===== config.mk =====
export PLATFORM = sky130hd
export DESIGN_NAME = alu_cmd_issue
export DESIGN_NICKNAME = d
export VERILOG_FILES = /design/src/rtl/alu_cmd_issue.sv
export SDC_FILE = /design/constraint.sdc
export NUM_CORES = 1
export LEC_CHECK = 0
export CAP_MARGIN = 20
export CORE_UTILIZATION = 55
export DETAILED_ROUTE_END_ITERATION = 10
export MAX_ROUTING_LAYER = met4
export PLACE_DENSITY_LB_ADDON = 0.12
export SETUP_SLACK_MARGIN = 0.02
export SYNTH_ARGS = -nofsm -noshare
export SYNTH_HDL_FRONTEND = slang
export SYNTH_SLANG_ARGS = --single-unit

===== constraint.sdc =====
create_clock -name clk -period 6.6 [get_ports clk]
set_input_delay 1.65 -clock clk [delete_from_list [all_inputs] [get_ports clk]]
set_output_delay 1.65 -clock clk [all_outputs]
set_load 0.005 [all_outputs]

===== src/rtl/alu_cmd_issue.sv =====
// alu_cmd_issue: command FIFO, ALU issue register and result register with valid/ready handshake.
// Optional accumulator forwarding is enabled by defining ALU_CMD_ACC_FORWARD_EN.
module alu_cmd_issue #(
  parameter int DEPTH = 4,
  parameter int CNT_W = $clog2(DEPTH) + 1
) (
  input  logic             clk,
  input  logic             rst_n,
  input  logic             flush,
  input  logic             cmd_valid,
  output logic             cmd_ready,
  input  logic [3:0]       cmd_op,
  input  logic [7:0]       cmd_a,
  input  logic [7:0]       cmd_b,
  input  logic             cmd_use_acc,
  output logic [3:0]       alu_op,
  output logic [7:0]       alu_a,
  output logic [7:0]       alu_b,
  input  logic [7:0]       alu_result,
  input  logic             alu_zero,
  input  logic             alu_neg,
  input  logic             alu_ovf,
  output logic             res_valid,
  input  logic             res_ready,
  output logic [7:0]       res_data,
  output logic [2:0]       res_flags,
  output logic [3:0]       res_op,
  output logic [CNT_W-1:0] fifo_count
);
  localparam int PW = $clog2(DEPTH);
`ifdef ALU_CMD_ACC_FORWARD_EN
  localparam int EW = 21;
`else
  localparam int EW = 20;
`endif
  logic [EW-1:0]    mem_q [DEPTH];
  logic [EW-1:0]    mem_d [DEPTH];
  logic [PW-1:0]    wr_ptr_q, wr_ptr_d, rd_ptr_q, rd_ptr_d;
  logic [CNT_W-1:0] count_q, count_d;
  logic             issue_valid_q, issue_valid_d;
  logic [3:0]       alu_op_q, alu_op_d;
  logic [7:0]       alu_a_q, alu_a_d, alu_b_q, alu_b_d;
  logic             res_valid_q, res_valid_d;
  logic [7:0]       res_data_q, res_data_d;
  logic [2:0]       res_flags_q, res_flags_d;
  logic [3:0]       res_op_q, res_op_d;
  logic [EW-1:0]    entry_in, head;
  logic [7:0]       head_a;
  logic             fifo_nempty, push, pop, res_take, issue_adv, res_cap;
`ifdef ALU_CMD_ACC_FORWARD_EN
  logic [7:0]       acc_q, acc_d;
  assign entry_in = {cmd_use_acc, cmd_op, cmd_a, cmd_b};
`else
  logic             unused_use_acc;
  assign unused_use_acc = cmd_use_acc;
  assign entry_in = {cmd_op, cmd_a, cmd_b};
`endif
  assign head        = mem_q[rd_ptr_q];
  assign fifo_nempty = count_q != '0;
  assign cmd_ready   = (count_q != CNT_W'(DEPTH)) & ~flush;
  assign push        = cmd_valid & cmd_ready;
  assign res_take    = ~res_valid_q | res_ready;
  assign issue_adv   = ~issue_valid_q | res_take;
  assign pop         = issue_adv & fifo_nempty & ~flush;
  assign res_cap     = issue_valid_q & res_take;
`ifdef ALU_CMD_ACC_FORWARD_EN
  // A forwarded operand takes the result being captured this edge, else the accumulator.
  assign head_a = head[20] ? (res_cap ? alu_result : acc_q) : head[15:8];
  assign acc_d  = res_cap ? alu_result : acc_q;
`else
  assign head_a = head[15:8];
`endif
  // Next-state for FIFO, issue register and result register.
  always_comb begin
    mem_d         = mem_q;
    wr_ptr_d      = wr_ptr_q;
    rd_ptr_d      = rd_ptr_q;
    count_d       = count_q;
    if (push) mem_d[wr_ptr_q] = entry_in;
    if (flush) begin
      wr_ptr_d = '0;
      rd_ptr_d = '0;
      count_d  = '0;
    end else begin
      wr_ptr_d = wr_ptr_q + PW'(push);
      rd_ptr_d = rd_ptr_q + PW'(pop);
      count_d  = count_q + CNT_W'(push) - CNT_W'(pop);
    end
    issue_valid_d = flush ? 1'b0 : issue_adv ? fifo_nempty : issue_valid_q;
    alu_op_d      = pop ? head[19:16] : alu_op_q;
    alu_a_d       = pop ? head_a : alu_a_q;
    alu_b_d       = pop ? head[7:0] : alu_b_q;
    res_valid_d   = res_cap | (res_valid_q & ~res_ready);
    res_data_d    = res_cap ? alu_result : res_data_q;
    res_flags_d   = res_cap ? {alu_zero, alu_neg, alu_ovf} : res_flags_q;
    res_op_d      = res_cap ? alu_op_q : res_op_q;
  end
  // State registers with asynchronous clear.
  always_ff @(posedge clk or negedge rst_n) begin
    if (!rst_n) begin
      mem_q         <= '{default: '0};
      wr_ptr_q      <= '0;
      rd_ptr_q      <= '0;
      count_q       <= '0;
      issue_valid_q <= 1'b0;
      alu_op_q      <= '0;
      alu_a_q       <= '0;
      alu_b_q       <= '0;
      res_valid_q   <= 1'b0;
      res_data_q    <= '0;
      res_flags_q   <= '0;
      res_op_q      <= '0;
`ifdef ALU_CMD_ACC_FORWARD_EN
      acc_q         <= '0;
`endif
    end else begin
      mem_q         <= mem_d;
      wr_ptr_q      <= wr_ptr_d;
      rd_ptr_q      <= rd_ptr_d;
      count_q       <= count_d;
      issue_valid_q <= issue_valid_d;
      alu_op_q      <= alu_op_d;
      alu_a_q       <= alu_a_d;
      alu_b_q       <= alu_b_d;
      res_valid_q   <= res_valid_d;
      res_data_q    <= res_data_d;
      res_flags_q   <= res_flags_d;
      res_op_q      <= res_op_d;
`ifdef ALU_CMD_ACC_FORWARD_EN
      acc_q         <= acc_d;
`endif
    end
  end
  assign alu_op     = alu_op_q;
  assign alu_a      = alu_a_q;
  assign alu_b      = alu_b_q;
  assign res_valid  = res_valid_q;
  assign res_data   = res_data_q;
  assign res_flags  = res_flags_q;
  assign res_op     = res_op_q;
  assign fifo_count = count_q;
endmodule


# Word-level counts from Yosys, hierarchy flattened
# Index checks and enable logic that the tools add are counted.
[word_totals]
reg_bits = 124
inputBits = 37
[op_classes]
n_reduce_logical = 3
addsub = 4
eq_ne = 1
n_lt_le_gt_ge = 3
bitwise = 15
mux = 11
[op_table]
columns = ["operator", "count"]
rows = [
  ["80-bit bitwise mux", 1],
  ["20-bit 2-to-1 mux", 3],
  ["20-bit binary-select mux with 2-bit select", 1],
  ["20-bit demux with 2-bit select", 1],
  ["1-bit AND", 6],
  ["3-bit >= comparator (second input constant)", 2],
  ["2-bit NOT with 3-bit output", 2],
  ["2-bit by 1-bit adder with 2-bit output", 2],
  ["2-bit 2-to-1 mux", 2],
  ["1-bit NOT", 4],
  ["3-bit by 1-bit adder with 3-bit output", 1],
  ["3-bit by 1-bit less-than comparator with 1-bit output (second input constant)", 1],
  ["3-bit 2-to-1 mux", 1],
  ["3-bit != test (second input constant)", 1],
  ["1-bit OR", 3],
  ["3-bit nonzero test", 1],
  ["3-bit by 1-bit subtractor with 3-bit output", 1],
  ["1-bit 2-to-1 mux", 2],
  ["2-bit nonzero test", 1],
  ["1-bit logical AND", 1],
]

# Longest topological paths before layout
[depth]
ltp_word = 7
depth_mapped = 11
depth_no_buf = 11

# Worst setup path after synthesis
# OpenSTA, ideal clock, no wires.
[synth_timing]
path_type = "input port to output port"
startpoint = "input port flush"
endpoint = "output port cmd_ready"
t_arrival_ns = 1.976
path_stages = 2
path_slack_ns = 2.974
path_buffers = 1
required_ns = 4.950
cell_sequence = "buf_2 nor2_1"
[synth_between]
elab_chain_len = 2
[synth_lines]
columns = ["item", "line", "text"]
rows = [
  ["from (decl)", "9", "input logic flush,"],
  ["1-bit NOT", "60", "assign cmd_ready = (count_q != CNT_W'(DEPTH)) & ~flush;"],
  ["1-bit AND", "60", ""],
  ["to (decl)", "11", "output logic cmd_ready,"],
]
# No other way between the ends.

# Worst setup path in the final report
# Ends and elaborated chain as after synthesis.

==> flow_metrics.env <==
export IMPL_outcome="finished, final reports clean"
export IMPL_layout_cells_most_common_list="sky130_fd_sc_hd__dfrtp_1 (124), sky130_fd_sc_hd__mux2_2 (112), sky130_fd_sc_hd__clkdlybuf4s50_1 (74)"
export IMPL_grt_setup_unrepaired="no"
export IMPL_height_of_the_chip_um=99.24
export IMPL_worst_setup_path_start_kind="input pin"
export IMPL_yosys_register_bits=124
export IMPL_setup_tns_final_ns=0
export IMPL_critical_path_n_buffers_inverters=2
export IMPL_path_max_fanout=14
export IMPL_dieArea_um2=9848
export IMPL_grt_total_usage_pct=21.96
export IMPL_fin_ws_ns=1.622
export IMPL_insertedDiodeCount=0
export IMPL_initial_antenna_violation_count=0
export IMPL_clk_insertion_delay_late_ns=0.50
export IMPL_cp_slowest_stage_delay_ns=0.78
export IMPL_globalRoute_totalOverflow=0
export IMPL_max_cap_violations=0
export IMPL_worst_endpoint_required_ns=4.95
export IMPL_irDropWorstVdd_uv=248.1
export IMPL_layout_worst_path_cycle_share_pct=75.43
export IMPL_final_cell_area_um2=6704
export IMPL_routed_via_density=5.571
export IMPL_synth_cells=311
export IMPL_route_vias_total=2897
export IMPL_ys_seq_area_share_pct=59.67
export IMPL_total_leakage_power_nw=2.906
export IMPL_std_cell_rows=35
export IMPL_syn_nets=353
export IMPL_worstPathArrival_ns=3.33
export IMPL_synthesis_area_um2=5200
export IMPL_post_place_instance_area_um2=6098
export IMPL_deepest_clock_path_buffer_count=2
export IMPL_placement_setup_worst_slack_ns=1.627
export IMPL_hold_path_class="flop to flop"
export IMPL_finalCriticalPeriod_ns=4.978
export IMPL_finalMaxSlewViolations=0
export IMPL_globalplace_congestion=0.6901
export IMPL_first_global_vias=3053
export IMPL_fp_coreArea_um2=9196
export IMPL_relative_slew_margins_pct=30.23
export IMPL_floorplan_initialDensity_pct=56.54
export IMPL_power_per_cell_area_nw_per_um2=473.4
export IMPL_cts_made_buffers=17
export IMPL_critPathSlowestCell="sky130_fd_sc_hd__clkdlybuf4s50_1"
export IMPL_fin_skew_ns=0.009515
export IMPL_grt_pass1_wl_mm=15.64
export IMPL_holdBufCountCts=0
export IMPL_place_detailed_hpwl_mm=5.794
export IMPL_critical_path_most_common_cell="sky130_fd_sc_hd__clkdlybuf4s50_1"
export IMPL_final_hold_worst_slack_ns=0.4871
export IMPL_most_common_cell_after_layout_fill_and_taps_aside="sky130_fd_sc_hd__dfrtp_1"
export IMPL_drt_initial_drc_count=97
export IMPL_stdcell_count=520
export IMPL_critPathTopFamily="buffers and inverters"
export IMPL_crit_path_cell_trace="clkdlybuf4s50_1, nor2_1, clkdlybuf4s50_1"
export IMPL_syn2layout_area_growth_pct=28.92
export IMPL_final_hold_viol_count=0
export IMPL_final_layout_size_suffix_gt1_share_pct=43.03
export IMPL_die_w_um=99.24
export IMPL_post_route_drc_count=0
export IMPL_cts_resized=0
export IMPL_grt_start_max_net_pins=73
export IMPL_worstMarginPinSlew_ns=1.047
export IMPL_post_synth_num_cell_types=23
export IMPL_path_clk_slew_ns=0.06
export IMPL_routed_wire_length_per_instance_um=17.98
export IMPL_antenna_left=0
export IMPL_root_buffer="sky130_fd_sc_hd__clkbuf_8"
export IMPL_worst_setup_path_type="input pin to primary output"
export IMPL_top_level_ports=77
export IMPL_routed_wirelength_mm=9.350
export IMPL_place_detailed_instances=488
export IMPL_first_pass_iters=4
export IMPL_syn_avg_cell_area_um2=16.72
export IMPL_cts_htree_levels=4
export IMPL_setup_viol_count_final=0
export IMPL_count_of_buffers_from_port_buffering=75
export IMPL_nNetsFinal=438
export IMPL_max_freq_mhz=200.9
export IMPL_tritoncts_clock_tree="yes"
export IMPL_ys_warnings_count=0
export IMPL_cts_num_sinks=124
export IMPL_cts_post_setup_buffers_inserted=0
export IMPL_worst_setup_path_end_kind="primary output"
sequential cells by signal, indices dropped and copies added (netlist names):
| signal | flops |
|---|---|
| res_flags | 3 |
| issue_valid_q | 1 |
| res_op | 4 |
| alu_b | 8 |
| res_data | 8 |
| alu_op | 4 |
| fifo_count | 3 |
| res_valid | 1 |
| rd_ptr_q | 2 |
| wr_ptr_q | 2 |
| mem_q | 80 |
| alu_a | 8 |
power breakdown:
group / internal (mW) / switching (mW)
registers: 1.07 / 0.172
logic: 0.676 / 0.321
clock network: 0.619 / 0.315
total: 2.37 / 0.808
cell type report:
| cell class | instances | area (um2) |
|---|---|---|
| clock buffers | 20 | 435.4 |
| clock inverters | 12 | 170.2 |
| fillers | 596 | 2492 |
| inverters | 2 | 7.507 |
| multi-input cells | 169 | 2048 |
| flip-flops and latches | 124 | 3103 |
| well taps | 111 | 138.9 |
| repair buffers | 82 | 800.8 |
layer usage:
metal	GRT usage (%)	up-vias	wire length, um
met3	5.903	7	341
met4	7.805	0	108
met1	27.04	1502	4171
li1	-	1321	-
met2	35.31	67	4729
met5	-	-	0
kinds of logic after synthesis:
logic type               share of synthesized area [%]
AND/OR/NAND/NOR                                  3.176
buffers and inverters                            1.636
multiplexers                                     33.57
AO/OA/AOI/OAI                                  0.09615
adder cells (fa/ha/maj)                          1.348
flip-flops                                       59.67
XOR/XNOR                                        0.5054
cell usage after synthesis, drive strengths merged:
library cell / instances / area share, %
nor2: 5 / 0.36
nor4: 2 / 0.24
xor2: 1 / 0.17
fa: 1 / 0.39
xnor2: 2 / 0.34
nor2b: 3 / 0.36
mux2: 115 / 25
and2: 2 / 0.24
nor3: 2 / 0.19
clkbuf: 1 / 0.072
nand3b: 1 / 0.14
mux4: 20 / 8.7
buf: 15 / 1.4
dfrtp: 124 / 60
nand2: 3 / 0.22
nand2b: 3 / 0.36
a21oi: 1 / 0.096
inv: 2 / 0.14
nor4b: 2 / 0.58
ha: 4 / 0.96
nor3b: 2 / 0.48
metrics by stage:
stage / utilization (%) / power, mW
after floorplan: - / 1.831
after global placement: 66.31 / 2.213
after detailed placement: 66.31 / 2.260
after CTS: 72.90 / 3.208
after global routing: 72.90 / 3.350
final: 72.90 / 3.173
path summary, 6_finish.rpt:
kind	from	endpoint	slack (ns)	cells past startpoint
worst max-delay path	flush	cmd_ready	1.62	3
min in group asynchronous	rst_n	mem_q[60]$_DFFE_PN0P_	1.26	1
max in group asynchronous	rst_n	mem_q[53]$_DFFE_PN0P_	4.16	2
worst min-delay path	mem_q[19]$_DFFE_PN0P_	mem_q[19]$_DFFE_PN0P_	0.49	1
worst max register to register	fifo_count[1]$_DFF_PN0_	fifo_count[2]$_DFF_PN0_	3.93	11
worst min register to register	mem_q[19]$_DFFE_PN0P_	mem_q[19]$_DFFE_PN0P_	0.49	1
Note: power is estimated with default switching activity, not from simulation.
